## config.mk

```make
export PLATFORM = sky130hd
export DESIGN_NAME = stopwatch_ctrl_flat
export DESIGN_NICKNAME = d
export VERILOG_FILES = /design/src/rtl/stopwatch_ctrl_if.sv /design/src/rtl/stopwatch_ctrl.sv /design/src/flat_wrapper.sv
export SDC_FILE = /design/constraint.sdc
export NUM_CORES = 1
export LEC_CHECK = 0
export CORE_UTILIZATION = 55
export DETAILED_ROUTE_END_ITERATION = 12
export HOLD_SLACK_MARGIN = 0.12
export PLACE_DENSITY = 0.68
export SYNTH_ARGS = -nofsm -noshare
export SYNTH_HDL_FRONTEND = slang
export SYNTH_SLANG_ARGS = --single-unit
```

## constraint.sdc

```tcl
create_clock -name clk -period 2.9 [get_ports clk]
set_input_delay 0.58 -clock clk [delete_from_list [all_inputs] [get_ports clk]]
set_output_delay 0.58 -clock clk [all_outputs]
set_load 0.05 [all_outputs]
```

## src/rtl/stopwatch_ctrl_if.sv

```systemverilog
// Control/status bundle between the stopwatch control stage and its environment:
// raw buttons, mode and chain flag in; tick, direction, load pulse and status out.
interface stopwatch_ctrl_if;
    logic btn_start;
    logic btn_clear;
    logic mode_dn;
    logic chain_term;
    logic tick_en;
    logic up_dn;
    logic cnt_reset;
    logic running;
    logic done;

    modport master (
        output btn_start, btn_clear, mode_dn, chain_term,
        input  tick_en, up_dn, cnt_reset, running, done
    );

    modport slave (
        input  btn_start, btn_clear, mode_dn, chain_term,
        output tick_en, up_dn, cnt_reset, running, done
    );
endinterface

```

## src/rtl/stopwatch_ctrl.sv

```systemverilog
// Stopwatch control stage: debounces start/clear buttons, runs IDLE/RUN/PAUSE/DONE
// and drives the count-enable tick, direction and load pulse of the BCD digit chain.
module stopwatch_ctrl #(
    parameter int unsigned TICK_DIV  = 1000000,
    parameter int unsigned DB_CYCLES = 2000000
) (
    input logic              clk,
    input logic              reset,
    stopwatch_ctrl_if.slave  sw
);
    localparam int unsigned PW  = $clog2(TICK_DIV);
    localparam int unsigned DBW = (DB_CYCLES > 1) ? $clog2(DB_CYCLES) : 1;
    localparam int unsigned NB  = 2;

    typedef enum logic [1:0] {ST_IDLE, ST_RUN, ST_PAUSE, ST_DONE} state_e;

    // Index 0 = start button, index 1 = clear button
    logic [NB-1:0]  sync1_q, sync1_d, sync2_q, sync2_d;
    logic [NB-1:0]  lvl_q, lvl_d, lvl_prev_q, lvl_prev_d;
    logic [DBW-1:0] db_cnt_q [NB];
    logic [DBW-1:0] db_cnt_d [NB];
    logic [NB-1:0]  press_c;

    state_e         state_q, state_d;
    logic [PW-1:0]  presc_q, presc_d;
    logic           tick_en_q, tick_en_d;
    logic           up_dn_q, up_dn_d;
    logic           cnt_reset_q, cnt_reset_d;
    logic           running_q, running_d;
    logic           done_q, done_d;

    logic           start_ev_c, clear_ev_c;

    // Synchronise and debounce both buttons; a level change needs DB_CYCLES stable cycles
    always_comb begin
        sync1_d    = {sw.btn_clear, sw.btn_start};
        sync2_d    = sync1_q;
        lvl_prev_d = lvl_q;
        lvl_d      = lvl_q;
        for (int i = 0; i < NB; i++) begin
            db_cnt_d[i] = '0;
            if (sync2_q[i] != lvl_q[i]) begin
                if (db_cnt_q[i] == DBW'(DB_CYCLES - 1)) begin
                    lvl_d[i] = ~lvl_q[i];
                end else begin
                    db_cnt_d[i] = db_cnt_q[i] + DBW'(1);
                end
            end
        end
    end

    assign press_c    = lvl_q & ~lvl_prev_q;
    assign start_ev_c = press_c[0];
    assign clear_ev_c = press_c[1];

    // Next state and registered outputs; clear takes priority over start everywhere
    always_comb begin
        state_d     = state_q;
        presc_d     = presc_q;
        tick_en_d   = 1'b0;
        up_dn_d     = up_dn_q;
        cnt_reset_d = 1'b0;

        case (state_q)
            ST_IDLE: begin
                if (clear_ev_c) begin
                    cnt_reset_d = 1'b1;
                end else if (start_ev_c) begin
                    state_d = ST_RUN;
                    up_dn_d = ~sw.mode_dn;
                    presc_d = '0;
                end
            end
            ST_RUN: begin
                if (clear_ev_c) begin
                    state_d     = ST_IDLE;
                    presc_d     = '0;
                    cnt_reset_d = 1'b1;
                end else if (start_ev_c) begin
                    state_d = ST_PAUSE;
                end else if (presc_q == PW'(TICK_DIV - 1)) begin
                    presc_d = '0;
                    // Counting down and the whole chain reads zero: stop without a tick
                    if (!up_dn_q && sw.chain_term) begin
                        state_d = ST_DONE;
                    end else begin
                        tick_en_d = 1'b1;
                    end
                end else begin
                    presc_d = presc_q + PW'(1);
                end
            end
            ST_PAUSE: begin
                if (clear_ev_c) begin
                    state_d     = ST_IDLE;
                    presc_d     = '0;
                    cnt_reset_d = 1'b1;
                end else if (start_ev_c) begin
                    state_d = ST_RUN;
                end
            end
            ST_DONE: begin
                if (clear_ev_c) begin
                    state_d     = ST_IDLE;
                    presc_d     = '0;
                    cnt_reset_d = 1'b1;
                end
            end
            default: state_d = ST_IDLE;
        endcase

        running_d = (state_d == ST_RUN);
        done_d    = (state_d == ST_DONE);
    end

    // cnt_reset resets high so the counters load at power-up and on any reset
    always_ff @(posedge clk or negedge reset) begin
        if (!reset) begin
            sync1_q     <= '0;
            sync2_q     <= '0;
            lvl_q       <= '0;
            lvl_prev_q  <= '0;
            for (int i = 0; i < NB; i++) db_cnt_q[i] <= '0;
            state_q     <= ST_IDLE;
            presc_q     <= '0;
            tick_en_q   <= 1'b0;
            up_dn_q     <= 1'b1;
            cnt_reset_q <= 1'b1;
            running_q   <= 1'b0;
            done_q      <= 1'b0;
        end else begin
            sync1_q     <= sync1_d;
            sync2_q     <= sync2_d;
            lvl_q       <= lvl_d;
            lvl_prev_q  <= lvl_prev_d;
            for (int i = 0; i < NB; i++) db_cnt_q[i] <= db_cnt_d[i];
            state_q     <= state_d;
            presc_q     <= presc_d;
            tick_en_q   <= tick_en_d;
            up_dn_q     <= up_dn_d;
            cnt_reset_q <= cnt_reset_d;
            running_q   <= running_d;
            done_q      <= done_d;
        end
    end

    assign sw.tick_en   = tick_en_q;
    assign sw.up_dn     = up_dn_q;
    assign sw.cnt_reset = cnt_reset_q;
    assign sw.running   = running_q;
    assign sw.done      = done_q;
endmodule

```

## src/flat_wrapper.sv

```systemverilog
// flat-port wrapper written by rule: the top's interface ports become plain ports
module stopwatch_ctrl_flat 
#(
    parameter int unsigned TICK_DIV  = 1000000,
    parameter int unsigned DB_CYCLES = 2000000
)
  (clk, reset, sw_btn_start, sw_btn_clear, sw_mode_dn, sw_chain_term, sw_tick_en, sw_up_dn, sw_cnt_reset, sw_running, sw_done);
  stopwatch_ctrl_if sw_i ();
  input logic clk;
  input logic reset;
  input wire logic [$bits(sw_i.btn_start)-1:0] sw_btn_start;
  input wire logic [$bits(sw_i.btn_clear)-1:0] sw_btn_clear;
  input wire logic [$bits(sw_i.mode_dn)-1:0] sw_mode_dn;
  input wire logic [$bits(sw_i.chain_term)-1:0] sw_chain_term;
  output wire logic [$bits(sw_i.tick_en)-1:0] sw_tick_en;
  output wire logic [$bits(sw_i.up_dn)-1:0] sw_up_dn;
  output wire logic [$bits(sw_i.cnt_reset)-1:0] sw_cnt_reset;
  output wire logic [$bits(sw_i.running)-1:0] sw_running;
  output wire logic [$bits(sw_i.done)-1:0] sw_done;
  assign sw_i.btn_start = sw_btn_start;
  assign sw_i.btn_clear = sw_btn_clear;
  assign sw_i.mode_dn = sw_mode_dn;
  assign sw_i.chain_term = sw_chain_term;
  assign sw_tick_en = sw_i.tick_en;
  assign sw_up_dn = sw_i.up_dn;
  assign sw_cnt_reset = sw_i.cnt_reset;
  assign sw_running = sw_i.running;
  assign sw_done = sw_i.done;
  stopwatch_ctrl #(.TICK_DIV(TICK_DIV), .DB_CYCLES(DB_CYCLES)) u_core (.clk(clk), .reset(reset), .sw(sw_i));
endmodule
```

**Word level (Yosys, flattened, before mapping)**

Index checks and enable logic that the tools add are counted.

- Memories kept: 0
- Bits in read-only memories: 0
- Bits in latches: 0
- Output and inout port bits: 5
- Register bits: 77
- Input bits: 6
- Memory bits (writable): 0

- Muxes and demuxes: 27
- Shifts and indexed selects: 0
- Div/mod/pow operators: 0
- Add/sub/neg operators: 3
- Multipliers: 0
- Bitwise gates (word level): 6
- Eq/ne operators: 14
- Reductions and logical operators: 9
- Magnitude comparators: 0

Operator list:

| kind | number |
|---|---|
| two-way mux 20 bit | 6 |
| two-way mux 21 bit | 4 |
| case mux 20 bit (3 select lines) | 1 |
| adder 21 x 1 -> 21 bit (second input constant) | 2 |
| equality test 21 bit (second input constant) | 2 |
| adder 20 x 1 -> 20 bit (second input constant) | 1 |
| equality test 20 bit (second input constant) | 1 |
| two-way mux 2 bit | 8 |
| case mux 2 bit (4 select lines) | 1 |
| two-way mux 1 bit | 7 |
| equality test 2 bit (second input constant) | 3 |
| equality test 2 x 1 -> 1 bit (second input constant) | 2 |
| != test 2 x 1 -> 1 bit (second input constant) | 2 |
| inverter 1 bit | 4 |
| AND reduction 2 bit | 2 |
| AND reduction 4 bit | 1 |
| OR reduction 4 bit | 1 |
| != test 3 x 2 -> 1 bit (second input constant) | 1 |
| AND reduction 3 bit | 1 |
| bitwise AND 2 bit | 1 |
| zero test 2 bit | 1 |
| != test 1 bit | 2 |
| != test 2 bit (second input constant) | 1 |
| inverter 2 bit | 1 |
| 3 further kinds | 3 |

**Depth between registers and ports, before layout**

Gate-level depths: netlist of the first run.

- Depth after elaboration: 8
- Depth in mapped cells: 7
- Gate-level depth less buffers: 6

**Least setup slack after synthesis of the first run**

OpenSTA, ideal clock, no wires.

- Kind: register to register
- Start: register u_core.presc_q[0]
- End: register u_core.presc_q[12]
- Arrival time: 1.725 ns
- Cell stages (with the launch flop): 8
- Slack: 1.048 ns
- Clock period less this slack: 1.852 ns
- Buffers on the path: 1
- Data required time: 2.773 ns
- Cells stage by stage: dfrtp_1 > ha_1 > and3_1 > nand3_1 > or3_1 > buf_2 > a21oi_4 > nor2_1

- Word-level cells in the longest chain between the ends: 5

RTL lines:

| what | line | RTL |
|---|---|---|
| start: declaration | stopwatch_ctrl.sv:25 | `logic [PW-1:0] presc_q, presc_d;` |
| start signal: assignment | stopwatch_ctrl.sv:138 | `presc_q <= presc_d;` |
| adder 20 x 1 -> 20 bit or equality test 20 bit (tied branches) | stopwatch_ctrl.sv:90, stopwatch_ctrl.sv:81 |  |
| two-way mux 20 bit * | stopwatch_ctrl.sv:81 | `end else if (presc_q == PW'(TICK_DIV - 1)) begin` |
| two-way mux 20 bit * | stopwatch_ctrl.sv:79 | `end else if (start_ev_c) begin` |
| two-way mux 20 bit * | stopwatch_ctrl.sv:75 | `if (clear_ev_c) begin` |
| case mux 20 bit (3 select lines) * | stopwatch_ctrl.sv:64 | `case (state_q)` |

Mark *: on every way between the ends. The rest lies on a longest branch, timed or not. The select of a mux whose other input is x is not followed.
A chain may end at the register's enable or synchronous reset.

**Worst setup path in the final report of the first run**

- Start: register u_core.up_dn_q (netlist: u_core.sw.up_dn)
- End: output sw_up_dn

RTL lines:

| what | line | RTL |
|---|---|---|
| start: declaration | stopwatch_ctrl.sv:27 | `logic up_dn_q, up_dn_d;` |
| start signal: assignment | stopwatch_ctrl.sv:140 | `up_dn_q <= up_dn_d;` |
| end: declaration | flat_wrapper.sv:16 | `output wire logic [$bits(sw_i.up_dn)-1:0] sw_up_dn;` |

No word-level cell between the ends.

==> results of run 1 <==
[cells by family after synthesis]
logic type	count (synthesis)	synth area share, %
AND/OR/NAND/NOR	187	26.0
flip-flops	77	52.0
AO/OA/AOI/OAI	44	7.97
XOR/XNOR	43	10.2
buffers and inverters	19	2.26
adder cells (fa/ha/maj)	3	1.01
multiplexers	2	0.607
[layout make-up]
cell class / instances / area share, %
sequential: 77 / 47.4
multi-input combinational: 279 / 41.6
clock buffer: 11 / 3.72
timing repair buffer: 12 / 2.77
tap: 77 / 2.37
clock inverter: 4 / 1.17
inverter: 10 / 0.923
[metal layers]
| layer | part of all wire [%] | up-vias | wire [um] | track usage (%) |
|---|---|---|---|---|
| met5 | 0 | - | 0 | 0 |
| met4 | 2.0 | 0 | 136 | 11.1 |
| met3 | 2.8 | 9 | 195 | 4.25 |
| met2 | 45 | 38 | 3100 | 32.3 |
| met1 | 50 | 1320 | 3450 | 30.4 |
| li1 | - | 1343 | - | - |
[placed cells by master, fill, tap and decap left out, types with 2 or more instances in the layout]
cell type	count
dfrtp_1	75
nor2_1	61
xor2_1	31
nand2_1	28
nand3_1	23
nand4_1	17
a21oi_1	12
xnor2_1	12
o21ai_0	11
clkbuf_8	11
inv_1	10
nor4_1	9
clkdlybuf4s50_1	9
and3_1	8
o31ai_1	8
or3_1	6
nand2b_1	4
nor3_1	4
nor2b_1	3
nor4b_1	3
or2_2	3
and4_1	3
or4_1	3
ha_1	3
buf_4	3
nand3_2	2
nand4b_1	2
and3b_1	2
nand3b_1	2
mux2_2	2
o21ai_2	2
a32o_1	2
clkinv_2	2
dfstp_2	2
[through the flow]
step                utilization, %  total power [uW]  hold slack [ns]  worst slack, ns  cell area, um2
detailed placement            60.3              1160            0.338            0.723            3870
finish                        63.4              1960            0.352            0.628            4070
global placement              60.3              1160            0.335            0.757            3870
global route                  63.4              2040            0.363            0.506            4070
floorplan                        -              1130            0.284             1.05            3710
CTS                           63.4              1980            0.355            0.614            4070
[path summary, 6_finish.rpt]
kind	startpoint	to	slack (ns)
setup / recovery	u_core.sw.up_dn$_DFFE_PN1P_	sw_up_dn	0.63
hold / removal	u_core.sync1_q[0]$_DFF_PN0_	u_core.sync2_q[0]$_DFF_PN0_	0.35
setup reg to reg	u_core.lvl_prev_d[1]$_DFFE_PN0P_	u_core.presc_q[19]$_DFFE_PN0P_	0.67
hold reg to reg	u_core.sync1_q[0]$_DFF_PN0_	u_core.sync2_q[0]$_DFF_PN0_	0.35
max in group asynchronous	reset	u_core.presc_q[19]$_DFFE_PN0P_	1.92
min in group asynchronous	reset	u_core.presc_q[4]$_DFFE_PN0P_	0.36
[power by group]
part / internal [uW] / switching (uW) / total, uW
clock network: 437 / 384 / 821
logic: 14.1 / 35.5 / 49.6
registers: 1080 / 8.29 / 1090
total: 1530 / 428 / 1960
[state kept, by name, indices dropped and copies added, names as in the netlist]
name	flops
u_core.db_cnt_q	42
u_core.lvl_prev_d	2
u_core.lvl_prev_q	2
u_core.presc_q	20
u_core.state_q	2
u_core.sw.cnt_reset	1
u_core.sw.done	1
u_core.sw.running	1
u_core.sw.tick_en	1
u_core.sw.up_dn	1
u_core.sync1_q	2
u_core.sync2_q	2
==> Implementation_results.wiki, run 1 <==
{| class="wikitable"
! Metric !! Value
|-
| Crit share post-route || 78.3%
|-
| Total power divided by cell area || ~480 nW/um2
|-
| Drt initial violations || 135
|-
| Area of the multi-input gates || ~1700 um2
|-
| N_diodes || 0
|-
| EDFF count, synth || 0
|-
| Share of flip-flops with an asynchronous set or reset || 100%
|-
| Fin. Hold Viols || 0
|-
| Critical path, cell by cell || clkdlybuf4s50_1
|-
| Number of I/O port buffers || 10
|-
| Total iterations of the first detailed-routing run || 8
|-
| Setup skew after layout || 0.00917 ns
|-
| Aggregate routed wire length || 6.88 mm
|-
| Peak per-stage delay on the critical path || 0.80 ns
|-
| Portion of synthesized cell area occupied by the leading cell type || 50.6%
|-
| Vias per inst || about 5.8
|-
| Number of cells on the critical path || 1
|-
| Violations in the final reports || design-rule violations
|-
| Data arrival at the endpoint of the critical path || 1.69 ns
|-
| Standard-cell row count || 29
|-
| Congestion Overflow GR || 0
|-
| Most frequent cell after synthesis || dfrtp_1
|-
| Final HPWL from detailed placement || 4.52 mm
|-
| Longest Clk Path Bufs || 2
|-
| Via count of the first global-routing pass || 2542
|-
| Tightest Hold Check Type || reg -> reg
|-
| Initial cell density of the core || 57.7%
|-
| CTS Buf Count || 9
|-
| Average cell area after synthesis || 9.89 um2
|-
| Max-cap viol count || 0
|-
| Worst-Skew Late Latency || 0.36 ns
|-
| Global placement routability congestion || 0.813
|-
| Most common library cells after synthesis || 75 x dfrtp_1, 61 x nor2_1, 31 x xor2_1
|-
| Fill cell count || roughly 550
|-
| Number of antenna violations at the first check in global routing || 0
|-
| Fraction of layout instances using a drive strength above 1 || 8.14%
|-
| Unrepaired setup endpoints after global routing || no
|-
| First-pass GRT wire length || 11.9 mm
|-
| Max-slew headroom at the worst pin || 37.3%
|-
| Clock sinks || just under 80
|-
| Clock tree from TritonCTS || built
|-
| Setup violators final || 0
|-
| Number of cells in the finished layout apart from fillers || 470
|-
| Post-cts repair resize count || 0
|-
| Vertical die dimension || about 84 um
|-
| Post-DRT Antenna Nets || 0
|-
| Final net count || about 400
|-
| Pleak || about 0.0017 uW
|-
| Core Footprint || between 6000 and 7000 um2
|-
| Routed length per placed instance || 14.6 um
|-
| Slew at the pin closest to its max-slew limit || 0.941 ns
|-
| Ys Warns || 0
|-
| Total number of H-tree levels || 3
|-
| Type of element launching the critical path || register
|-
| Total of hold buffers inserted after clock tree synthesis || 0
|-
| Total DRC errors in the routed layout || 2
|-
| Most area-hungry cell type in the Yosys netlist || dfrtp_1
|-
| Total buffers and inverters traversed by the critical path || 1
|-
| Depth of the worst hold-timing path || 0
|-
| Register cell area after layout || ~1900 um2
|-
| Post-route minimum period || about 2.3 ns
|-
| Class of the most critical setup path || reg -> out
|-
| Top-level port count || 11
|-
| Cell chosen for the clock root || clkbuf_8
|-
| Worst Path Max Fanout || 3
|-
| Dominant synthesized flop cell || dfrtp_1
|-
| Vias || 2710
|-
| Count of buffers added by post-CTS timing repair for setup || 0
|-
| Nets in the synthesized netlist || 384
|-
| All-Layer GR Usage || 21.7%
|-
| Number of placed instances, taps included || 455
|-
| Area of the die || between 7000 and 8000 um2
|-
| Slowest cell on crit path || clkdlybuf4s50_1
|-
| Maximum number of pins on one net before global-route repair || 78
|-
| Final Slew Violations || 0
|-
| Data required time of the critical path || approximately 2.3 ns
|-
| Logic depth of the worst register-to-register path || 6
|-
| Number of synthesized register bits || 77
|-
| Cell area after technology mapping || 3710 um2
|-
| CP delay by family, top || buffers and inverters
|-
| Share of the yosys chip area belonging to registers || 52.0%
|-
| Clock slew at reported path FFs || 0.07 ns
|-
| FMAX || 0.440 GHz
|-
| Setup TNS || 0 ns
|-
| Area growth from synthesis to layout || 9.75%
|-
| Post-synthesis instance total || 375
|-
| Status || finished with violations
|-
| Top area cells in the synthesized netlist || dfrtp_1 51%, xor2_1 7.3%, nor2_1 6.2%, nand3_1 3.1%, nand4_1 2.9%
|-
| Peak supply drop || between 0.0003 and 0.0004 V
|-
| Critical Path Sink Type || output pin
|-
| Distinct cells, synth || 46
|-
| Die X-Extent || 84.1 um
|}
Power figures use the tool's default switching activity.
==> inputs of run 2 (changes only) <==
clock period = 2.4 ns   (was 2.9 ns; I/O delays follow)
==> Implementation_results.wiki, run 2 (synthesis gave the netlist of run 1 again) <==
{| class="wikitable"
! Metric !! Value
|-
| Total of hold buffers inserted after clock tree synthesis || 0 (unchanged)
|-
| Clock tree from TritonCTS || built
|-
| Unrepaired setup endpoints after global routing || no
|-
| Via count of the first global-routing pass || 2652 (+4.3%)
|-
| Top reg by flops || u_core.db_cnt_q
|-
| GR Util met2 || 33.2% (+0.89 points)
|-
| Setup violators final || 0 (unchanged)
|-
| Gr busiest metal || met2
|-
| All-Layer GR Usage || 21.7% (+0.033 points)
|-
| Fin area || 4140 um2 (+1.7%)
|-
| Total power divided by cell area || 591 nW/um2 (+23%)
|-
| Global placement routability congestion || 0.756 (-7.1%)
|-
| Violations in the final reports || design-rule violations
|-
| Register cell area after layout || 1930 um2 (unchanged)
|-
| Worst Path Max Fanout || 11 (+8)
|-
| Met1 usage in global routing || 30.7% (+0.27 points)
|-
| Slowest cell on crit path || or4_1
|-
| Core Footprint || 6420 um2 (unchanged)
|-
| Cell chosen for the clock root || clkbuf_8
|-
| Worst-Skew Late Latency || 0.34 ns (-0.02 ns)
|-
| Area of the multi-input gates || 1690 um2 (unchanged)
|-
| CTS Buf Count || 9 (unchanged)
|-
| Top-level port count || 11 (unchanged)
|-
| Max-slew headroom at the worst pin || 58.2% (+21 points)
|-
| Data required time of the critical path || 2.66 ns (+0.34 ns)
|-
| FMAX || 0.449 GHz
|-
| Class of the most critical setup path || reg -> reg
|-
| Number of cells in the finished layout apart from fillers || 475 (+1.1%)
|-
| First-pass GRT wire length || 12.1 mm (+2.2%)
|-
| Fraction of layout instances using a drive strength above 1 || 9.30% (+1.2 points)
|-
| Number of I/O port buffers || 10 (unchanged)
|-
| Count of buffers added by post-CTS timing repair for setup || 0 (unchanged)
|-
| Crit share post-route || 92.9%
|-
| Slew at the pin closest to its max-slew limit || 0.627 ns (-0.314 ns)
|-
| Vias per inst || 5.69 (-1.3%)
|-
| Post-DRT Antenna Nets || 0 (unchanged)
|-
| Setup skew after layout || 0.0101 ns (+0.000900 ns)
|-
| Total iterations of the first detailed-routing run || 9 (+1)
|-
| Total number of H-tree levels || 3 (unchanged)
|-
| Vertical die dimension || 84.1 um (unchanged)
|-
| Critical path, cell by cell || nand2b_1 -> inv_1 -> o21ai_2 -> nand4_1 -> or4_1 -> a21oi_1
|-
| Total DRC errors in the routed layout || 2 (unchanged)
|-
| Final net count || 404 (+1.5%)
|-
| Longest Clk Path Bufs || 2 (unchanged)
|-
| Aggregate routed wire length || 6.90 mm (+0.26%)
|-
| Die X-Extent || 84.1 um (unchanged)
|-
| Peak per-stage delay on the critical path || 0.53 ns (-0.27 ns)
|-
| Tightest Hold Check Type || in -> async
|-
| Fill cell count || 512 (-7.4%)
|-
| Type of element launching the critical path || register
|-
| Worst Hold Margin || 0.153 ns (-0.198 ns)
|-
| Peak supply drop || 0.000360 V (+16%)
|-
| Leading cell types in the layout, fill and taps excluded || 75 x dfrtp_1, 61 x nor2_1, 31 x xor2_1
|-
| Congestion Overflow GR || 0 (unchanged)
|-
| Fin. Hold Viols || 0 (unchanged)
|-
| Post-cts repair resize count || 0 (unchanged)
|-
| Critical Path Sink Type || register
|-
| Pleak || 0.00177 uW (+2.5%)
|-
| Final HPWL from detailed placement || 4.64 mm (+2.8%)
|-
| Area growth from synthesis to layout || 11.6%
|-
| Area of the die || 7070 um2 (unchanged)
|-
| Number of placed instances, taps included || 461 (+1.3%)
|-
| Clock slew at reported path FFs || 0.08 ns (about the same)
|-
| Clock sinks || 77 (unchanged)
|-
| Data arrival at the endpoint of the critical path || 2.49 ns (+0.80 ns)
|-
| Sum of internal, switching and leakage power || 2450 uW (+25%)
|-
| Largest registers in the final layout || u_core.db_cnt_q (42), u_core.presc_q (20)
|-
| Max-cap viol count || 0 (unchanged)
|-
| Placed Area || 3930 um2 (+1.5%)
|-
| Most common cell after layout, fill and taps aside || dfrtp_1
|-
| Drt initial violations || 136 (+0.74%)
|-
| Vias || 2704 (-0.22%)
|-
| N_diodes || 0 (unchanged)
|-
| Status || finished with violations
|-
| GRT met3 Usage || 4.95% (+0.69 points)
|-
| Post-route minimum period || roughly 2.2 ns
|-
| Setup TNS || 0 ns (unchanged)
|-
| Maximum number of pins on one net before global-route repair || 51 (-35%)
|-
| Initial cell density of the core || 57.7% (unchanged)
|-
| Final Slew Violations || 0 (unchanged)
|-
| Standard-cell row count || 29 (unchanged)
|-
| Routed length per placed instance || 14.5 um (-0.79%)
|-
| Number of antenna violations at the first check in global routing || 0 (unchanged)
|-
| Flip-flop count of the largest register after layout || 42 (unchanged)
|}
run 2: worst max-delay path, delay by kind of cell, from the launching register on:
| kind | cells | cell delay, ns |
|---|---|---|
| and+or+nand+nor | 3 | 1.11 |
| AOI/OAI and AO/OA | 2 | 0.48 |
| DFF | 1 | 0.43 |
| buffers and inverters | 1 | 0.14 |
run 2: metal layers:
metal  share of wire, %  vias to the layer above  routed length (um)
met5                  0                        -                   0
met4               0.77                        0                  53
met3                2.4                        6                 168
met2                 46                       40                3200
met1                 50                     1302                3470
li1                   -                     1356                   -
run 2: cell type report:
cell class	count	share of cell area, %
tap	77	2.33
multi-input combinational	279	40.9
clock inverter	4	1.78
sequential	77	46.6
inverter	10	0.907
clock buffer	10	3.33
timing repair buffer	18	4.11
run 2: path summary, 6_finish.rpt:
kind / to / slack [ns] / cells past startpoint / from
min reg2reg: u_core.sync2_q[1]$_DFF_PN0_ / 0.35 / 0 / u_core.sync1_q[1]$_DFF_PN0_
min: u_core.presc_q[1]$_DFFE_PN0P_ / 0.15 / 1 / reset
min in group clk: u_core.sync2_q[1]$_DFF_PN0_ / 0.35 / 0 / u_core.sync1_q[1]$_DFF_PN0_
max in group asynchronous: u_core.db_cnt_q[10]$_DFF_PN0_ / 1.68 / 2 / reset
max reg2reg: u_core.presc_q[17]$_DFFE_PN0P_ / 0.17 / 6 / u_core.lvl_prev_d[1]$_DFFE_PN0P_
max: u_core.presc_q[17]$_DFFE_PN0P_ / 0.17 / 6 / u_core.lvl_prev_d[1]$_DFFE_PN0P_
run 2: where the power goes:
group / switching (uW) / internal (uW) / leakage [uW] / total [uW]
logic: 43.6 / 20.4 / 0.000613 / 64.0
clock network: 462 / 603 / 0.000108 / 1070
registers: 10.1 / 1310 / 0.00105 / 1320
run 2: metrics by stage:
step                setup slack (ns)  utilization, %
finish                         0.171            64.4
global route                  0.0109            64.4
CTS                            0.175            64.4
detailed placement             0.194            61.2
global placement               0.234            61.2
floorplan                      0.548               -
==> inputs of run 3 (changes only) <==
clock period = 2.56 ns   (was 2.4 ns; I/O delays follow)
==> Implementation_results.wiki, run 3 (synthesis gave the netlist of run 1 again) <==
{| class="wikitable"
! Metric !! Value
|-
| Final HPWL from detailed placement || 4.71 mm (+1.5%)
|-
| Routed length per placed instance || 14.5 um (about the same)
|-
| Number of I/O port buffers || 10 (unchanged)
|-
| Post-DRT Antenna Nets || 0 (unchanged)
|-
| Via count of the first global-routing pass || 2670 (+0.68%)
|-
| Total of hold buffers inserted after clock tree synthesis || 0 (unchanged)
|-
| Setup skew after layout || 0.0116 ns (+0.00153 ns)
|-
| Fin. Hold Viols || 0 (unchanged)
|-
| Maximum number of pins on one net before global-route repair || 42 (-18%)
|-
| Leading cell types in the layout, fill and taps excluded || 75 x dfrtp_1, 61 x nor2_1, 31 x xor2_1
|-
| Clock tree from TritonCTS || built
|-
| Post-cts repair resize count || 0 (unchanged)
|-
| Data required time of the critical path || 2.81 ns (+0.15 ns)
|-
| Top-level port count || 11 (unchanged)
|-
| Setup violators final || 0 (unchanged)
|-
| Critical register-to-register path startpoint || u_core.lvl_prev_d[1]$_DFFE_PN0P_
|-
| N_diodes || 0 (unchanged)
|-
| Class of the most critical setup path || reg -> reg
|-
| Flip-flop count of the largest register after layout || 42 (unchanged)
|-
| Type of element launching the critical path || register
|-
| Total number of H-tree levels || 3 (unchanged)
|-
| Violations in the final reports || design-rule violations
|-
| Vertical die dimension || 84.1 um (unchanged)
|-
| First-pass GRT wire length || 11.9 mm (-1.6%)
|-
| Setup TNS || 0 ns (unchanged)
|-
| Tightest Hold Check Type || in -> async
|-
| Initial cell density of the core || 57.7% (unchanged)
|-
| Final core utilization || 63.5% (-0.97 points)
|-
| CTS Buf Count || 9 (unchanged)
|-
| Congestion Overflow GR || 0 (unchanged)
|-
| Clock sinks || 77 (unchanged)
|-
| Top reg by flops || u_core.db_cnt_q
|-
| Reg2reg setup slack || 0.33 ns (+0.16 ns)
|-
| Data arrival at the endpoint of the critical path || 2.48 ns (about the same)
|-
| Drt initial violations || 106 (-22%)
|-
| Worst Path Max Fanout || 11 (unchanged)
|-
| Global placement routability congestion || 0.803 (+6.2%)
|-
| Cell chosen for the clock root || clkbuf_8
|-
| Standard-cell row count || 29 (unchanged)
|-
| Critical Path Sink Type || register
|-
| Total iterations of the first detailed-routing run || 8 (-1)
|-
| Final net count || 402 (-0.50%)
|-
| Die X-Extent || 84.1 um (unchanged)
|-
| Area of the die || 7070 um2 (unchanged)
|-
| Number of antenna violations at the first check in global routing || 0 (unchanged)
|-
| Most common cell after layout, fill and taps aside || dfrtp_1
|-
| Critical path origin || u_core.lvl_prev_d[1]$_DFFE_PN0P_
|-
| Worst-Skew Late Latency || 0.34 ns (about the same)
|-
| Area growth from synthesis to layout || 9.96%
|-
| Capture instance of the worst register-to-register path || u_core.presc_q[19]$_DFFE_PN0P_
|-
| Logic depth of the worst register-to-register path || 6 (unchanged)
|-
| Clock slew at reported path FFs || 0.08 ns (about the same)
|-
| Unrepaired setup endpoints after global routing || no
|-
| FMAX || 0.448 GHz (about the same)
|-
| Post-route minimum period || 2.23 ns (+0.00188 ns)
|-
| Slew at the pin closest to its max-slew limit || 0.622 ns (-0.00448 ns)
|-
| Pleak || 0.00174 uW (-2.0%)
|-
| Crit share post-route || 87.1% (-5.7 points)
|-
| Longest Clk Path Bufs || 2 (unchanged)
|-
| Vias || 2734 (+1.1%)
|-
| Core Footprint || 6420 um2 (unchanged)
|-
| Max-slew headroom at the worst pin || 58.1% (-0.084 points)
|-
| Count of buffers added by post-CTS timing repair for setup || 0 (unchanged)
|-
| Largest registers in the final layout || u_core.db_cnt_q (42), u_core.presc_q (20)
|-
| Aggregate routed wire length || 6.90 mm (about the same)
|-
| Status || finished with violations
|-
| Max-cap viol count || 0 (unchanged)
|-
| Fraction of layout instances using a drive strength above 1 || 9.30% (unchanged)
|-
| Destination of the critical timing path || u_core.presc_q[19]$_DFFE_PN0P_
|-
| Total power divided by cell area || 517 nW/um2 (-13%)
|-
| Final Slew Violations || 0 (unchanged)
|-
| All-Layer GR Usage || 21.3% (-0.37 points)
|-
| Total DRC errors in the routed layout || 2 (unchanged)
|-
| Vias per inst || 5.76 (+1.1%)
|-
| Peak supply drop || 0.000334 V (-7.4%)
|}
run 3: changes by cell type in the layout (fill, tap and decap cells not counted):
cell,delta
buf_12,-1
buf_4,-1
bufinv_16,-2
clkinv_2,+2
clkinvlp_4,+2
run 3: critical path, stage by stage (launching register included):
cell and delay (ns):
dfrtp_1 0.42, nand2b_1 0.20, inv_1 0.15, o21ai_2 0.31, nand4_1 0.39, or4_1 0.52, a21oi_1 0.16
run 3: layer usage:
metal / routed length, um / share of wire [%] / track usage (%)
met4: 116 / 1.7 / 9.25
met3: 122 / 1.8 / 3.07
met5: 0 / 0 / 0
met2: 3230 / 47 / 34.6
met1: 3430 / 50 / 28.9
run 3: through the flow:
step	std cells	worst slack [ns]	area, um2	hold WS [ns]	power [uW]
finish	475	0.329	4080	0.143	2110
global route	475	0.152	4080	0.187	2190
CTS	475	0.336	4080	0.160	2130
detailed placement	459	0.364	3900	0.339	1320
global placement	459	0.432	3900	0.336	1320
floorplan	375	0.708	3710	0.216	1280
run 3: cell type report:
class	instances	area, um2
Tap cell	77	96.3
Clock inverter	6	38.8
Multi-Input combinational cell	279	1690
Inverter	10	37.5
Fill cell	533	2350
Clock buffer	10	138
Timing Repair Buffer	16	143
Sequential cell	77	1930
run 3: power breakdown:
part	internal [uW]	switching, uW
registers	1230	9.57
clock network	375	436
logic	18.1	41.0
run 3: worst min path at each step:
stage | to | startpoint | cells past startpoint
global placement | u_core.sync2_q[1]$_DFF_PN0_ | u_core.sync1_q[1]$_DFF_PN0_ | 0
CTS | u_core.presc_q[2]$_DFFE_PN0P_ | reset | 1
finish | u_core.presc_q[2]$_DFFE_PN0P_ | reset | 1
detailed placement | u_core.sync2_q[1]$_DFF_PN0_ | u_core.sync1_q[1]$_DFF_PN0_ | 0
floorplan | u_core.db_cnt_q[0]$_DFF_PN0_ | reset | 0
global route | u_core.presc_q[2]$_DFFE_PN0P_ | reset | 1
